### src/rtl/mvm_param_lanes.sv
// mvm_param_lanes: P-lane signed K x K matrix-vector multiplier y = A*x; define MVM_SATURATE_EN to clamp results to OW bits instead of wrapping.
module mvm_param_lanes #(
    parameter int K  = 8,
    parameter int P  = 2,
    parameter int B  = 8,
    parameter int OW = 2*B+$clog2(K)
) (
    input  logic                 clk,
    input  logic                 reset,
    input  logic                 loadMatrix,
    input  logic                 loadVector,
    input  logic                 start,
    input  logic                 in_valid,
    input  logic signed [B-1:0]  data_in,
    output logic signed [OW-1:0] data_out,
    output logic                 out_valid,
    output logic                 busy,
    output logic                 done
);
    localparam int AW = 2*B+$clog2(K);
    localparam int NP = K/P;
    localparam int CW = $clog2(K);
    localparam int PW = P > 1 ? $clog2(P) : 1;
    localparam int RW = NP > 1 ? $clog2(NP) : 1;
    localparam int TW = $clog2(K+3);
    typedef enum logic [2:0] {IDLE, LOAD_A, LOAD_X, COMPUTE, OUTPUT, DONE} state_t;
    state_t state, state_nx;
    logic signed [B-1:0]    a_mem [P][NP][K];
    logic signed [B-1:0]    x_mem [K];
    logic signed [OW-1:0]   y_mem [K];
    logic signed [B-1:0]    a_rd [P];
    logic signed [B-1:0]    x_rd;
    logic signed [2*B-1:0]  prod [P];
    logic signed [AW-1:0]   acc [P];
    logic [CW-1:0] col, rd_col;
    logic [PW-1:0] bank;
    logic [RW-1:0] row;
    logic [TW-1:0] cnt;
    logic last_col, last_bank, last_row, last_cnt;
    assign last_col  = col == CW'(K-1);
    assign last_bank = bank == PW'(P-1);
    assign last_row  = row == RW'(NP-1);
    assign last_cnt  = cnt == TW'(K+2);
    assign rd_col    = cnt < TW'(K) ? cnt[CW-1:0] : '0;
    assign busy      = state != IDLE;
    assign done      = state == DONE;
    assign out_valid = state == OUTPUT;
    assign data_out  = out_valid ? y_mem[col] : '0;

    function automatic logic signed [OW-1:0] reduce(input logic signed [AW-1:0] v);
`ifdef MVM_SATURATE_EN
        logic signed [AW-1:0] max_v = {{(AW-OW+1){1'b0}}, {(OW-1){1'b1}}};
        logic signed [AW-1:0] min_v = {{(AW-OW+1){1'b1}}, {(OW-1){1'b0}}};
        return v > max_v ? OW'(max_v) : v < min_v ? OW'(min_v) : v[OW-1:0];
`else
        return v[OW-1:0];
`endif
    endfunction

    // next-state: start wins over loads in IDLE, each busy state runs to its own end
    always_comb begin
        state_nx = state;
        unique case (state)
            IDLE:    state_nx = start ? COMPUTE : loadMatrix ? LOAD_A : loadVector ? LOAD_X : IDLE;
            LOAD_A:  state_nx = in_valid && last_col && last_bank && last_row ? IDLE : LOAD_A;
            LOAD_X:  state_nx = in_valid && last_col ? IDLE : LOAD_X;
            COMPUTE: state_nx = last_cnt && last_row ? OUTPUT : COMPUTE;
            OUTPUT:  state_nx = last_col ? DONE : OUTPUT;
            DONE:    state_nx = IDLE;
            default: state_nx = IDLE;
        endcase
    end

    // state and counters; every counter wraps to zero at the end of its state
    always_ff @(posedge clk) begin
        if (reset) begin
            state <= IDLE;
            col   <= '0;
            bank  <= '0;
            row   <= '0;
            cnt   <= '0;
        end else begin
            state <= state_nx;
            if ((state == LOAD_A || state == LOAD_X) && in_valid || state == OUTPUT)
                col <= last_col ? '0 : col + 1'b1;
            if (state == LOAD_A && in_valid && last_col) begin
                bank <= last_bank ? '0 : bank + 1'b1;
                if (last_bank) row <= last_row ? '0 : row + 1'b1;
            end
            if (state == COMPUTE) begin
                cnt <= last_cnt ? '0 : cnt + 1'b1;
                if (last_cnt) row <= last_row ? '0 : row + 1'b1;
            end
        end
    end

    // memories: row r of A lives in bank r mod P, y gets all lanes at pass end
    always_ff @(posedge clk) begin
        if (state == LOAD_A && in_valid) a_mem[bank][row][col] <= data_in;
        if (state == LOAD_X && in_valid) x_mem[col] <= data_in;
        if (state == COMPUTE && last_cnt)
            for (int j = 0; j < P; j++) y_mem[CW'(int'(row)*P + j)] <= reduce(acc[j]);
    end

    // lane pipeline: read at cnt, product at cnt+1, accumulate at cnt+2
    always_ff @(posedge clk) begin
        x_rd <= x_mem[rd_col];
        for (int j = 0; j < P; j++) begin
            a_rd[j] <= a_mem[j][row][rd_col];
            prod[j] <= (2*B)'(a_rd[j]) * (2*B)'(x_rd);
            if (reset || cnt == '0)
                acc[j] <= '0;
            else if (cnt >= TW'(2) && cnt <= TW'(K+1))
                acc[j] <= acc[j] + AW'(prod[j]);
        end
    end
endmodule
### config.mk
export PLATFORM = sky130hd
export DESIGN_NAME = mvm_param_lanes
export DESIGN_NICKNAME = d
export VERILOG_FILES = /design/src/rtl/mvm_param_lanes.sv
export SDC_FILE = /design/constraint.sdc
export NUM_CORES = 1
export LEC_CHECK = 0
export CORE_UTILIZATION = 60
export DETAILED_ROUTE_END_ITERATION = 7
export PLACE_DENSITY = 0.85
export REMOVE_ABC_BUFFERS = 1
export SYNTH_ARGS = -nofsm -noshare
export SYNTH_HDL_FRONTEND = slang
export SYNTH_SLANG_ARGS = --single-unit
export TNS_END_PERCENT = 5
### constraint.sdc
create_clock -name clk -period 6.5 [get_ports clk]
set_input_delay 1.3 -clock clk [delete_from_list [all_inputs] [get_ports clk]]
set_output_delay 1.3 -clock clk [all_outputs]
set_load 0.02 [all_outputs]
-- Word level (Yosys, flattened, before mapping)
Memories as Yosys holds them, arrays and structs flattened. A register that Yosys moved wholly into a read port is not among the register bits.
Index checks and enable logic that the tools add are counted.
- bits in registers: 13
- latch bits: 0
- RAM bits: 814
- memory bits (read-only): 0
- output and inout port bits: 22
- logic and storage cells: 108
- memories kept: 6
- $add $sub $neg: 7
- multipliers: 2
- div/mod/pow operators: 0
- order comparisons: 8
- eq/ne operators: 8
- shift operators: 0
- muxes and demuxes: 49
- bitwise operators: 5
- reduce and logical (&&, ||, !) cells: 18
- memories (name ; words ; bits a word ; rd ports ; clocked after Yosys merged registers in ; write ports ; RTL line ; RTL):
    a_mem ; 2 ; 256 ; 2 ; 0 ; 1 ; 28 ; logic signed [B-1:0] a_mem [P][NP][K];
    y_mem ; 8 ; 19 ; 1 ; 1 ; 2 ; 30 ; logic signed [OW-1:0] y_mem [K];
    x_mem ; 8 ; 8 ; 1 ; 1 ; 1 ; 29 ; logic signed [B-1:0] x_mem [K];
    acc ; 2 ; 19 ; 2 ; 0 ; 2 ; 34 ; logic signed [AW-1:0] acc [P];
    prod ; 2 ; 16 ; 2 ; 0 ; 2 ; 33 ; logic signed [2*B-1:0] prod [P];
    a_rd ; 2 ; 8 ; 2 ; 0 ; 2 ; 31 ; logic signed [B-1:0] a_rd [P];
- operator list (operator ; count):
    two-way mux 64 bit ; 5
    binary-select mux 64 bit (select 2 bit) ; 2
    two-way mux 256 bit ; 1
    demux 64 bit (select 2 bit) ; 1
    two-way mux 19 bit ; 3
    binary-select mux 8 bit (select 3 bit) ; 2
    two-way mux 8 bit ; 5
    adder 19 x 16 -> 19 bit ; 2
    multiplier 8 x 8 -> 16 bit ; 2
    demux 8 bit (select 3 bit) ; 1
    two-way mux 2 bit ; 9
    two-way mux 3 bit ; 5
    case mux 3 bit (5 select lines) ; 1
    two-way mux 1 bit ; 13
    logical AND 1 bit ; 12
    equality test 3 bit, second input constant ; 3
    >= comparator 4 bit, second input constant ; 2
    NOT 3 -> 4 bit ; 2
    adder 3 x 1 -> 3 bit, second input constant ; 2
    equality test 3 x 2 -> 1 bit, second input constant ; 2
    adder 4 x 1 -> 4 bit, second input constant ; 1
    equality test 4 bit, second input constant ; 1
    >= comparator 4 x 2 -> 1 bit, second input constant ; 1
    less-or-equal comparator 4 bit, second input constant ; 1
    15 further kinds ; 18

-- Logic depth before layout (Yosys ltp)
- depth after elaboration: 8
- mapped depth: 17
- mapped depth without buffers: 16

-- Least setup slack after synthesis
No wires, ideal clock.
- kind: reg2reg
- start point: reg x_rd[1], read port of x_mem
- end point: mem prod[0][31] (netlist name)
- library setup time: 0.129 ns
- data arrival time: 4.173 ns
- setup slack: 2.197 ns
- cell stages (with the launch flop): 18
- clock period less this slack: 4.303 ns
- path through: dfxtp_1 -> clkbuf_1 -> and2_1 -> fa_1 -> inv_1 -> fa_1 -> inv_1 -> fa_1 -> inv_1 -> fa_1 -> inv_1 -> ha_1 -> o21ai_1 -> o21bai_1 -> or3_1 -> a41o_1 -> o41ai_1 -> xnor2_1
- RTL lines (what ; RTL line ; RTL):
    from (decl) ; 32 ; logic signed [B-1:0] x_rd;
    to (decl) ; 33 ;

==> results.json <==
{
  "synth_cell_types": 59,
  "gp_congestion": 0.955,
  "numPortBuffers": 35,
  "rsz0062_at_grt": "false",
  "cp-end-kind": "primary output",
  "pin_count": 36,
  "syn_avg_cell_area_um2": 16.9,
  "hold_class": "flip-flop to flip-flop",
  "hold_viol_final": 0,
  "antenna_cells": 0,
  "htree_levels": 3,
  "die_h_um": 254,
  "critPathKind": "flip-flop to primary output",
  "max_cap_violations": 0,
  "start_kind": "flip-flop",
  "yosysTopAreaCellShare_pct": 60.4,
  "syn_area_um2": 38100,
  "dp_slack_ns": 1.85,
  "critPathMaxFanout": 29,
  "routedWlPerCell_um": 25.6,
  "fin_skew_ns": 0.0457,
  "yosysTopAreaCell": "edfxtp_1",
  "crit_chain": "buf_4 > mux4_2 > mux2i_1 > nor2_1 > clkdlybuf4s50_1",
  "synth_edf_count": 766,
  "yosysWarnings": 0,
  "slew_violations": 0,
  "fin_crit_sh_pct": 73.6,
  "drive_gt1_share_pct": 16.3,
  "cp.required_ns": 5.20,
  "grt_overflow": 0,
  "period_minus_slack_ns": 4.78,
  "first_global_vias": 21100,
  "cts_max_path_buffers": 3,
  "track_usage_pct": 26.8,
  "wl_met1_mm": 31.3,
  "synth-seq-area-share_pct": 64.2,
  "cts.clk_slew.worst_paths_ns": 0.06,
  "synthArstFlopShare_pct": 0,
  "ctsResizeCount": 0,
  "drc": 0,
  "avgViaCountPerCell": 6.26,
  "coreArea_um2": 62200,
  "powerDensity_nw_per_um2": 341,
  "cts_tree": "built",
  "slowest_delay_ns": 1.00,
  "clock_latency_ns": 0.66,
  "cts-root-buf": "clkbuf_16",
  "fin_hold_ws_ns": 0.540,
  "numCtsBuffers": 82,
  "cts.sinks": 838,
  "ir_worst_vdd_v": 0.000277,
  "utilization_pct": 67.3,
  "wl_met3_mm": 5.94,
  "drt-total-wl_mm": 82.2,
  "synth-main-ff-cell": "edfxtp_1",
  "status": "complete, no violations",
  "fin_nets": 2528,
  "setup_slack_ns": 1.72,
  "relSlewSlack_pct": 6.31,
  "die_w_um": 254,
  "start_util_pct": 61.2,
  "worstMarginPinSlew_ns": 1.41,
  "top_layer": "met4",
  "cts_setup_buffers": 0,
  "yosys_register_bits": 838,
  "antenna_found_initial": 0,
  "rows": 91,
  "vias": 20100,
  "final-setup-viol-count": 0,
  "hold_buffers": 0,
  "wl_met2_mm": 41.7,
  "synth.area.top_cells": "edfxtp_1 60%, mux4_2 12%, fa_1 5.9%, dfxtp_1 3.8%, ha_1 3.3%",
  "total_leakage_power_nw": 14.4,
  "synthToLayoutAreaGrowth_pct": 9.94,
  "drt-pass1-iter-count": 5,
  "synth_cells": 2248,
  "grt_max_degree": 122,
  "arrival_ns": 3.48,
  "fmax_mhz": 209,
  "place.detailed.hpwl_mm": 50.3,
  "dieArea_um2": 64500,
  "drt-initial-drc-count": 2247,
  "cpMaxStageDelayCell": "dfxtp_2",
  "drtAntennaViolNets": 0,
  "grt_first_pass_wirelength_mm": 127
}
## flip-flops by register name, summed over array words and instances, names as in the netlist, named ones only
name and cells:
y_mem 152, acc 38, a_rd 16, a_mem 512, prod 32, col 3, state 3, x_rd 8
bank 1, x_mem 64, cnt 4, row 2
## metrics by stage
step	cells	total power, mW	instance area (um2)	TNS, ns
4_1_cts	3208	14.3	41900	0
2_1_floorplan	2163	8.85	37700	-207.50
3_5_place_dp	3055	9.65	39200	0
3_3_place_gp	3055	9.50	39200	0
6_report	3208	14.3	41900	0
5_1_grt	3208	14.9	41900	0
## cell families after synthesis
group,synth area share (%)
flops,64.2
simple gates,5.94
buf+inv,2.87
mux,13.8
fa+ha+maj,9.18
compound gates,2.79
xor+xnor,1.22
## cells in the mapped netlist, drive strengths merged, types with 24 or more instances
library cell and count:
dfxtp 72, fa 112, mux2i 41, mux4 206, inv 183, xnor2 34, and2 93, edfxtp 766
ha 100, buf 26, nand2 76, nor2b 24, clkbuf 59, a21oi 37, o21ai 32, nor2 151
## placed cells by master, fill, tap and decap left out, types with 11 or more instances in the layout
| cell | netlist | final |
|---|---|---|
| a21oi_1 | 37 | 37 |
| dfxtp_1 | 72 | 69 |
| ha_1 | 100 | 100 |
| nor2_1 | 151 | 151 |
| edfxtp_1 | 766 | 766 |
| clkinv_2 | 0 | 18 |
| clkinv_1 | 0 | 12 |
| nand2_1 | 76 | 76 |
| or3_1 | 11 | 11 |
| clkbuf_1 | 59 | 19 |
| nand2b_1 | 13 | 12 |
| a211oi_1 | 14 | 14 |
| fa_1 | 112 | 112 |
| mux2i_1 | 41 | 41 |
| inv_1 | 183 | 183 |
| xnor2_1 | 34 | 34 |
| a21o_1 | 15 | 15 |
| o21ai_0 | 12 | 12 |
| nand3_1 | 17 | 17 |
| clkbuf_16 | 0 | 85 |
| nor2b_1 | 24 | 23 |
| xor2_1 | 19 | 19 |
| o21a_1 | 14 | 14 |
| mux2_2 | 18 | 18 |
| mux4_2 | 206 | 206 |
| buf_4 | 0 | 19 |
| o21ai_1 | 20 | 20 |
| nor3_1 | 19 | 19 |
| and2_1 | 93 | 90 |
| clkdlybuf4s50_1 | 0 | 27 |
## power breakdown
part / switching [mW] / internal (mW) / total [mW]
clock network: 2.07 / 2.60 / 4.67
logic: 1.93 / 1.48 / 3.41
registers: 0.141 / 6.05 / 6.19
total: 4.14 / 10.1 / 14.3
## final cells by class
type,count,area (um2)
multi-input combinational,1142,12600
clock inverter,45,390
timing repair buffer,55,473
tap,837,1050
clock buffer,108,2250
inverter,183,687
fill,3918,20300
sequential,838,24500
## per-layer routing
layer	up-vias	global-route usage, %
met5	-	0
met4	0	10.4
met3	205	4.71
met2	968	45.1
met1	10300	34.9
li1	8606	-
## worst max-delay path: cells and delay by family (launching register included)
kind | cells | cell delay, ns
muxes | 2 | 0.74
and+or+nand+nor | 1 | 0.09
DFF | 1 | 1.00
buffers and inverters | 2 | 0.97
## worst paths after layout
path	cells past startpoint	end	slack [ns]	startpoint
worst max register to register	16	prod[0][31]	1.86	x_rd[1]
worst min-delay path	0	y_mem[1][6]	0.54	acc[1][6]
worst min register to register	0	y_mem[1][6]	0.54	acc[1][6]
worst max-delay path	5	data_out[13]	1.72	flip-flop
Power figures use the tool's default switching activity.
